**config.mk**
```make
export PLATFORM = sky130hd
export DESIGN_NAME = phase_decoder
export DESIGN_NICKNAME = d
export VERILOG_FILES = /design/src/rtl/phase_decoder_pkg.sv /design/src/rtl/phase_sync_filter.sv /design/src/rtl/phase_decoder.sv
export SDC_FILE = /design/constraint.sdc
export NUM_CORES = 1
export LEC_CHECK = 0
export ABC_AREA = 1
export CORE_MARGIN = 3
export CORE_UTILIZATION = 60
export CTS_CLUSTER_DIAMETER = 60
export DETAILED_ROUTE_END_ITERATION = 16
export PLACE_DENSITY_LB_ADDON = 0.1
export RECOVER_POWER = 50
export SKIP_LAST_GASP = 1
export SLEW_MARGIN = 15
export SYNTH_ARGS = -nofsm -noshare
export SYNTH_HDL_FRONTEND = slang
export SYNTH_SLANG_ARGS = --single-unit
export TNS_END_PERCENT = 30
```
**constraint.sdc**
```tcl
create_clock -name clk -period 7.9 [get_ports clk]
set_input_delay 1.58 -clock clk [delete_from_list [all_inputs] [get_ports clk]]
set_output_delay 1.58 -clock clk [all_outputs]
set_load 0.01 [all_outputs]
```
**src/rtl/phase_decoder_pkg.sv**
```systemverilog
// Shared phase-code constants, FSM and fault encodings for the stepper phase interface.
// The driver side uses the same eight phase codes.
package phase_decoder_pkg;

  localparam logic [3:0] PH_1   = 4'b1000;
  localparam logic [3:0] PH_2   = 4'b1010;
  localparam logic [3:0] PH_3   = 4'b0010;
  localparam logic [3:0] PH_4   = 4'b0110;
  localparam logic [3:0] PH_5   = 4'b0100;
  localparam logic [3:0] PH_6   = 4'b0101;
  localparam logic [3:0] PH_7   = 4'b0001;
  localparam logic [3:0] PH_8   = 4'b1001;
  localparam logic [3:0] PH_OFF = 4'b0000;

  typedef enum logic [1:0] {
    S_UNREF = 2'd0,
    S_TRACK = 2'd1,
    S_PAUSE = 2'd2
  } state_t;

  typedef enum logic [1:0] {
    FAULT_NONE    = 2'b00,
    FAULT_ILLEGAL = 2'b01,
    FAULT_SKIP    = 2'b10
  } fault_t;

  typedef enum logic [1:0] {
    CODE_OFF     = 2'd0,
    CODE_LEGAL   = 2'd1,
    CODE_ILLEGAL = 2'd2
  } code_kind_t;

  typedef struct packed {
    code_kind_t kind;
    logic [2:0] idx;
  } code_info_t;

  // idx is the zero-based position in the half-step sequence (PH_1 -> 0).
  function automatic code_info_t decode_phase(input logic [3:0] code);
    code_info_t info;
    info.kind = CODE_LEGAL;
    info.idx  = 3'd0;
    case (code)
      PH_1:    info.idx = 3'd0;
      PH_2:    info.idx = 3'd1;
      PH_3:    info.idx = 3'd2;
      PH_4:    info.idx = 3'd3;
      PH_5:    info.idx = 3'd4;
      PH_6:    info.idx = 3'd5;
      PH_7:    info.idx = 3'd6;
      PH_8:    info.idx = 3'd7;
      PH_OFF:  info.kind = CODE_OFF;
      default: info.kind = CODE_ILLEGAL;
    endcase
    return info;
  endfunction

endpackage

```
**src/rtl/phase_sync_filter.sv**
```systemverilog
// Synchronizes the asynchronous phase bus and emits the accepted code with a new_code strobe.
// DEBOUNCE_EN adds a stability counter: a code must hold STABLE_CYCLES edges before acceptance.
module phase_sync_filter #(
  parameter int SYNC_STAGES   = 2,
  parameter int STABLE_CYCLES = 4
) (
  input  logic       clk,
  input  logic       rst,
  input  logic [3:0] phase_in,
  output logic [3:0] code,
  output logic       new_code
);

  logic [3:0] sync_q [SYNC_STAGES];
  logic [3:0] accepted_q;

  always_ff @(posedge clk or negedge rst) begin
    if (!rst) begin
      for (int i = 0; i < SYNC_STAGES; i++) sync_q[i] <= 4'b0000;
    end else begin
      sync_q[0] <= phase_in;
      for (int i = 1; i < SYNC_STAGES; i++) sync_q[i] <= sync_q[i-1];
    end
  end

`ifdef DEBOUNCE_EN
  localparam int CW = $clog2(STABLE_CYCLES + 1);
  localparam logic [CW-1:0] CNT_MAX = CW'(STABLE_CYCLES);

  logic [3:0]    cand_q;
  logic [CW-1:0] cnt_q;

  // cnt_q counts consecutive edges on which the synchronizer showed cand_q.
  always_ff @(posedge clk or negedge rst) begin
    if (!rst) begin
      cand_q <= 4'b0000;
      cnt_q  <= CNT_MAX;
    end else if (sync_q[SYNC_STAGES-1] != cand_q) begin
      cand_q <= sync_q[SYNC_STAGES-1];
      cnt_q  <= CW'(1);
    end else if (cnt_q != CNT_MAX) begin
      cnt_q <= cnt_q + CW'(1);
    end
  end

  assign code     = cand_q;
  assign new_code = (cnt_q == CNT_MAX) && (cand_q != accepted_q);
`else
  assign code     = sync_q[SYNC_STAGES-1];
  assign new_code = (code != accepted_q);
`endif

  always_ff @(posedge clk or negedge rst) begin
    if (!rst)          accepted_q <= 4'b0000;
    else if (new_code) accepted_q <= code;
  end

endmodule

```
**src/rtl/phase_decoder.sv**
```systemverilog
// Stepper phase-bus reader: decodes half-step codes into step events, direction, size and position.
// Optional DEBOUNCE_EN macro enables input stability filtering in phase_sync_filter.
module phase_decoder
  import phase_decoder_pkg::*;
#(
  parameter int POS_WIDTH     = 16,
  parameter int SYNC_STAGES   = 2,
  parameter int STABLE_CYCLES = 4
) (
  input  logic                 clk,
  input  logic                 rst,
  input  logic [3:0]           phase_in,
  input  logic                 clear_pos,
  input  logic                 fault_clr,
  output logic [POS_WIDTH-1:0] position,
  output logic                 step_valid,
  output logic                 step_dir,
  output logic                 step_full,
  output logic                 energized,
  output logic                 fault,
  output logic [1:0]           fault_code,
  output logic [1:0]           dbg_state
);

  logic       code_new;
  logic [3:0] code;

  phase_sync_filter #(
    .SYNC_STAGES   (SYNC_STAGES),
    .STABLE_CYCLES (STABLE_CYCLES)
  ) u_filter (
    .clk      (clk),
    .rst      (rst),
    .phase_in (phase_in),
    .code     (code),
    .new_code (code_new)
  );

  code_info_t info;
  state_t     state_q;
  logic [2:0] last_idx_q;
  logic [2:0] delta;
  logic       step_hit, step_cw, step_big, skip_hit, new_fault;
  fault_t     new_fault_code;
  logic [POS_WIDTH-1:0] step_mag;

  assign info  = decode_phase(code);
  assign delta = info.idx - last_idx_q;

  always_comb begin
    step_hit = 1'b0;
    step_cw  = 1'b0;
    step_big = 1'b0;
    skip_hit = 1'b0;
    if (code_new && info.kind == CODE_LEGAL && state_q != S_UNREF) begin
      case (delta)
        3'd1: begin step_hit = 1'b1; step_cw = 1'b1; end
        3'd2: begin step_hit = 1'b1; step_cw = 1'b1; step_big = 1'b1; end
        3'd7: step_hit = 1'b1;
        3'd6: begin step_hit = 1'b1; step_big = 1'b1; end
        3'd3, 3'd4, 3'd5: skip_hit = 1'b1;
        default: ;
      endcase
    end
  end

  assign new_fault      = skip_hit || (code_new && info.kind == CODE_ILLEGAL);
  assign new_fault_code = skip_hit ? FAULT_SKIP : FAULT_ILLEGAL;
  assign step_mag       = step_big ? POS_WIDTH'(2) : POS_WIDTH'(1);

  // step_valid is a one-cycle strobe with no back-pressure: step_dir, step_full and
  // position are valid in the same cycle and hold until the next strobe.
  always_ff @(posedge clk or negedge rst) begin
    if (!rst) begin
      state_q    <= S_UNREF;
      last_idx_q <= 3'd0;
      position   <= '0;
      step_valid <= 1'b0;
      step_dir   <= 1'b0;
      step_full  <= 1'b0;
      energized  <= 1'b0;
      fault      <= 1'b0;
      fault_code <= FAULT_NONE;
    end else begin
      step_valid <= step_hit;
      if (step_hit) begin
        step_dir  <= step_cw;
        step_full <= step_big;
      end

      if (clear_pos)     position <= '0;
      else if (step_hit) position <= step_cw ? position + step_mag : position - step_mag;

      // First fault is kept; a fault arriving with fault_clr replaces the old one.
      if (new_fault && (!fault || fault_clr)) begin
        fault      <= 1'b1;
        fault_code <= new_fault_code;
      end else if (fault_clr) begin
        fault      <= 1'b0;
        fault_code <= FAULT_NONE;
      end

      if (code_new) begin
        energized <= (info.kind != CODE_OFF);
        case (info.kind)
          CODE_LEGAL: begin
            last_idx_q <= info.idx;
            state_q    <= S_TRACK;
          end
          CODE_OFF: if (state_q == S_TRACK) state_q <= S_PAUSE;
          default: ;
        endcase
      end
    end
  end

  assign dbg_state = state_q;

endmodule

```
* Word-level counts from Yosys, hierarchy flattened *
Index checks and enable logic that the tools add are counted.
Widths: inputs -> output; s select.

storage, ports and cells
  input bits = 8
  word-level logic and storage cells = 77
  output and inout bits = 25
  bits in registers = 40

cells by class
  equality and inequality tests = 20
  add/subtract/negate cells = 3
  muxes and demuxes = 21
  reductions and logical operators = 21

operators by type and width
  operator            count
  $mux 16             3
  $pmux 3 s7          1
  $add 16x2->16       1
  $sub 16x2->16       1
  $eq 3x3->1 const B  4
  $eq 4x3->1 const B  3
  $eq 4x4->1 const B  3
  $mux 1              10
  $mux 2              5
  $reduce_bool 2->1   5
  $pmux 2 s2          2
  $reduce_or 8->1     1
  $eq 3x2->1 const B  2
  $eq 2x1->1 const B  2
  $eq 4x1->1 const B  1
  $eq 4x2->1 const B  1
  $logic_and 1x1->1   4
  $logic_not 4->1     1
  $ne 4x4->1          1
  $reduce_or 2->1     2
  $reduce_or 4->1     1
  $eq 3x1->1 const B  1
  $reduce_and 3->1    1
  $reduce_or 3->1     1
  other kinds (7)     8

* Longest topological paths before layout *
  depth after elaboration = 12
  gate-level depth with buffers = 25
  depth with buffers taken out = 25

* By module *
Synthesis repeated with hierarchy kept, for this count alone.

unflattened totals
  cells, all modules = 330
  area, all modules = 2582.5 µm²

modules (own cells, without submodules)
  module             sequential area each (µm²)  area each (µm²)  times used  cells an instance
  phase_decoder      700.7                       2150.8           1           287
  phase_sync_filter  300.3                       431.7            1           43

* Worst setup path after synthesis *
OpenSTA, ideal clock, no wires.

  path kind = register to register
  from = register u_filter.sync_q (netlist bit u_filter.code[1])
  to = register position[13]
  required time = 7.781 ns
  stages on the path, launching flop included = 24
  clock period less this slack = 3.408 ns
  arrival = 3.288 ns
  slack = 4.492 ns
  library setup time = 0.119 ns
  path buffers = 0
  cell sequence = dfrtp_1 > inv_2 > nor2_1 > o22ai_1 > ha_1 > inv_1 > fa_1 > inv_1 > nand2_1 > nand2_1 > inv_1 > nand2_2 > nand3_1 > nand2_1 > nand2_1 > ha_1 > nand3_1 > nand2_1 > a21oi_1 > or2_2 > nand2_1 > nand2_1 > nand2_1 > o21ai_2

between the ends
  cells in the longest elaborated chain, start to end = 12
  elaborated cells on any way between the ends = 37
  those cells by class = 3 x add/sub; 14 x eq/ne; 12 x mux; 8 x reduce/logical

RTL lines
  item                                                                          line                                          source
  start: declaration                                                            phase_sync_filter.sv:14                       logic [3:0] sync_q [SYNC_STAGES];
  $eq 4x4->1 (tied with other cells)                                            phase_decoder_pkg.sv:43                       case (code)
  $pmux 3 s7 / $reduce_or 8->1 (equally long branches)                          n/a
  $sub 3x3->3 / $pmux 2 s2 (equally long branches)                              phase_decoder.sv:48, phase_decoder_pkg.sv:43
  $eq 3x3->1 (tied with other cells)                                            phase_decoder.sv:56                           case (delta)
  $reduce_or 2->1 (no source line) / $logic_and 1x1->1 (equally long branches)  n/a
  $mux 1 / $logic_and 1x1->1 (equally long branches)                            phase_decoder.sv:56, phase_decoder.sv:55
  $mux 1                                                                        phase_decoder.sv:55                           if (code_new && info.kind == CODE_LEGAL && state_q != S_UNREF) begin
  $mux 2                                                                        phase_decoder.sv:69                           assign step_mag = step_big ? POS_WIDTH'(2) : POS_WIDTH'(1);
  $sub 16x2->16 / $add 16x2->16 (equally long branches)                         phase_decoder.sv:92                           else if (step_hit) position <= step_cw ? position + step_mag : position - step_mag;
  $mux 16 (2 in a row)                                                          phase_decoder.sv:92
  $mux 16                                                                       phase_decoder.sv:91                           if (clear_pos) position <= '0;
  end signal: assignment                                                        phase_decoder.sv:92
  end: declaration                                                              phase_decoder.sv:15                           output logic [POS_WIDTH-1:0] position,

Several ways; a longest one is shown, not always the timed one. The select of a mux whose other input is x is not followed.
A chain may end at the register's enable or synchronous reset.

* Worst setup path after layout *
Same ends and word-level chain as after synthesis.

==> results_dict.tcl <==
set metrics [dict create \
    synth.distinct_cells 34 \
    fin_area_um2 2998 \
    row_count 23 \
    p_per_area_nw_per_um2 381.5 \
    gr-total-overflow 0 \
    finalMaxSlewViolations 41 \
    diodes 0 \
    finalCriticalPeriod_ps 4125 \
    finalSetupViolCount 0 \
    antenna_found_initial 0 \
    crit_arrival_ps 4360 \
    cts_tree "built" \
    via_per_inst 5.269 \
    synth_fp_nets 347 \
    yosys.area.top_type "dfrtp_1" \
    hold_class "reg -> reg" \
    wl_um 5256 \
    peakVddDrop_mv 0.2152 \
    numCtsBuffers 5 \
    netlist.area_leader.share 0.3912 \
    htree_levels 2 \
    fillers 313 \
    p_int_mw 0.6280 \
    firstDrtPassIters 4 \
    skew_ps 4.399 \
    required_ps 8130 \
    synthTopCellsByArea "dfrtp_1, nand2_1, ha_1, nand3_1, inv_1" \
    critPathKind "reg -> reg" \
    syn_inst 321 \
    synth_edf_count 0 \
    dieArea_um2 5084 \
    ctsResizeCount 0 \
    ctsHoldBuffers 0 \
    seq_power_share 0.245 \
    core_area_um2 4058 \
    setup_ws_ps 3775 \
    gp_congestion 0.9523 \
    placed_area_um2 2894 \
    dp_hpwl_um 3914 \
    critPathLaunchType "flop" \
    synthArstFlopShare 1.000 \
    clock_path_buffers 2 \
    areaGrowthSynthToFinish_pct 17.16 \
    fin_crit_sh 0.5221 \
    die_x_um 71.31 \
    whs_ps 354.0 \
    ys_ff_latch 40 \
    grt_util_all_layers 0.2242 \
    final_nets 380 \
    layout-drive-gt1-share 0.1099 \
    grt_max_degree 41 \
    finalSetupTns_ps 0 \
    drcViolationCount 0 \
    switching_power_mw 0.5157 \
    ioPinCount 33 \
    wl_per_cell_um 12.98 \
    post_cts_buffers 0 \
    drv_cap 1 \
    timing.final.hold_violations 0 \
    root_buffer "clkbuf_8" \
    antenna_left 0 \
    synth_area_um2 2559 \
    relSlewSlack -0.4113 \
    ys_seq_area_frac 0.3912 \
    grt_pass1_wl_um 9059 \
    p_clk_frac 0.150 \
    drtIter0Drc 108 \
    worstSkewPairLatency_ps 290 \
    vias 2134 \
    tightestPinTransition_ps 2117 \
    grt_pass1_vias 2039 \
    rsz0062_at_grt "no" \
    yosys_warnings 0 \
    port-buffer-count 32 \
    crit_fanout 16 \
    pre_cts_slack_ps 3897 \
    violations "max-capacitance violations, max-slew violations" \
    power.total_mw 1.144 \
    switching_share 0.4509 \
    numClockSinks 40 \
    clkTransAtPathRegs_ps 80 \
    fmax_mhz 242.4 \
    p_leak_nw 1.552 \
    initial_core_util 0.6306 \
    fp.dieH_um 71.31 \
    comb_power_share 0.605 \
    status "complete, but fails checks" \
    synthFlopType "dfrtp_1" \
    avgSynthCellArea_um2 7.971 \
    critPathCaptureType "flop" \
]
## metrics by stage
| step | utilization | instances |
|---|---|---|
| after floorplan | - | 321 |
| after global placement | 0.7132 | 397 |
| after detailed placement | 0.7132 | 397 |
| after CTS | 0.7416 | 405 |
| after global routing | 0.7388 | 405 |
| final | 0.7388 | 405 |
## worst max-delay path, stage by stage, from the launching register on
cell	delay (ps)
dfrtp_1	460
inv_1	160
nor2_1	60
o22ai_1	220
ha_1	170
inv_1	50
fa_1	380
inv_1	70
nand2_1	60
nand2_1	70
nand3_1	130
nand3_1	170
nand2_1	110
nand2_1	490
ha_1	410
a21oi_1	150
nand2_1	110
a21oi_1	300
or2_2	170
nand2_1	80
nand2_1	70
nand2_1	60
o21ai_2	120
## per-layer routing
metal,GRT usage,share of wire,vias to the layer above
li1,-,-,1098
met1,0.3221,0.49,957
met2,0.3439,0.43,71
met3,0.03787,0.068,8
met4,0.07933,0.014,0
met5,0,0,-
## power groups by stage
| stage | sequential, mW | combinational (mW) | clock [mW] |
|---|---|---|---|
| global route | 0.288 | 0.785 | 0.183 |
| detailed placement | 0.284 | 0.683 | 0 |
| finish | 0.280 | 0.691 | 0.172 |
| CTS | 0.281 | 0.689 | 0.176 |
| global placement | 0.283 | 0.674 | 0 |
| floorplan | 0.297 | 0.487 | 0 |
## path summary, 6_finish.rpt
path,from,to,slack [ps],cells past startpoint
setup / recovery,u_filter.code[1],position[13],3780,22
hold / removal,u_filter.sync_q[6],u_filter.code[2],350,0
setup reg to reg,u_filter.code[1],position[13],3780,22
hold reg to reg,u_filter.sync_q[6],u_filter.code[2],350,0
max in group asynchronous,rst,position[8],4800,1
min in group asynchronous,rst,fault,1890,1
## cells in the final DEF, fill, tap and decap left out, drive strengths merged
cell           count
o21bai             3
inv               40
or2                1
a21boi             2
clkbuf             6
nand2            100
nor3               1
dfrtp             40
nand3b             4
nand3             26
xnor2              6
o22ai              2
xor2               5
nor4               1
dlygate4sd3        4
clkinvlp           1
o21ai             20
bufinv             1
nand4              2
and2               1
ha                16
a21oi             14
nor2              27
a21o               2
clkdlybuf4s50     27
fa                 2
o21a               1
## synthesized netlist by cell type (3+ instances only)
master     n
o21bai_1   3
nand2_1   90
inv_1     32
nand3_1   25
o21ai_0    9
xnor2_1    6
dfrtp_1   40
nand3b_1   4
inv_2      6
o21ai_2   11
nand2_2    7
clkbuf_1   3
ha_1      16
xor2_1     5
nand2_4    3
nor2_1    24
a21oi_1   14
## flip-flops by register name, summed over array words and instances (netlist names)
register,cells
position,16
u_filter.accepted_q,4
u_filter.code,4
u_filter.sync_q,4
last_idx_q,3
dbg_state,2
fault_code,2
energized,1
fault,1
step_dir,1
step_full,1
step_valid,1
## cell families after synthesis
group,count (synthesis),synth area share
fa+ha+maj,18,0.09389
flops,40,0.3912
buf+inv,45,0.07482
compound gates,44,0.1134
xor+xnor,11,0.03765
simple gates,163,0.2890
## final cells by class
cell class                      count  area [µm²]  area share
Clock buffer                        5       68.82     0.02295
Multi-Input combinational cell    236        1356      0.4524
Inverter                           39       148.9     0.04967
Tap cell                           50       62.56     0.02087
Clock inverter                      3       46.29     0.01544
Timing Repair Buffer               32       314.1      0.1048
Sequential cell                    40        1001      0.3339
(Power assumes the default switching activity.)
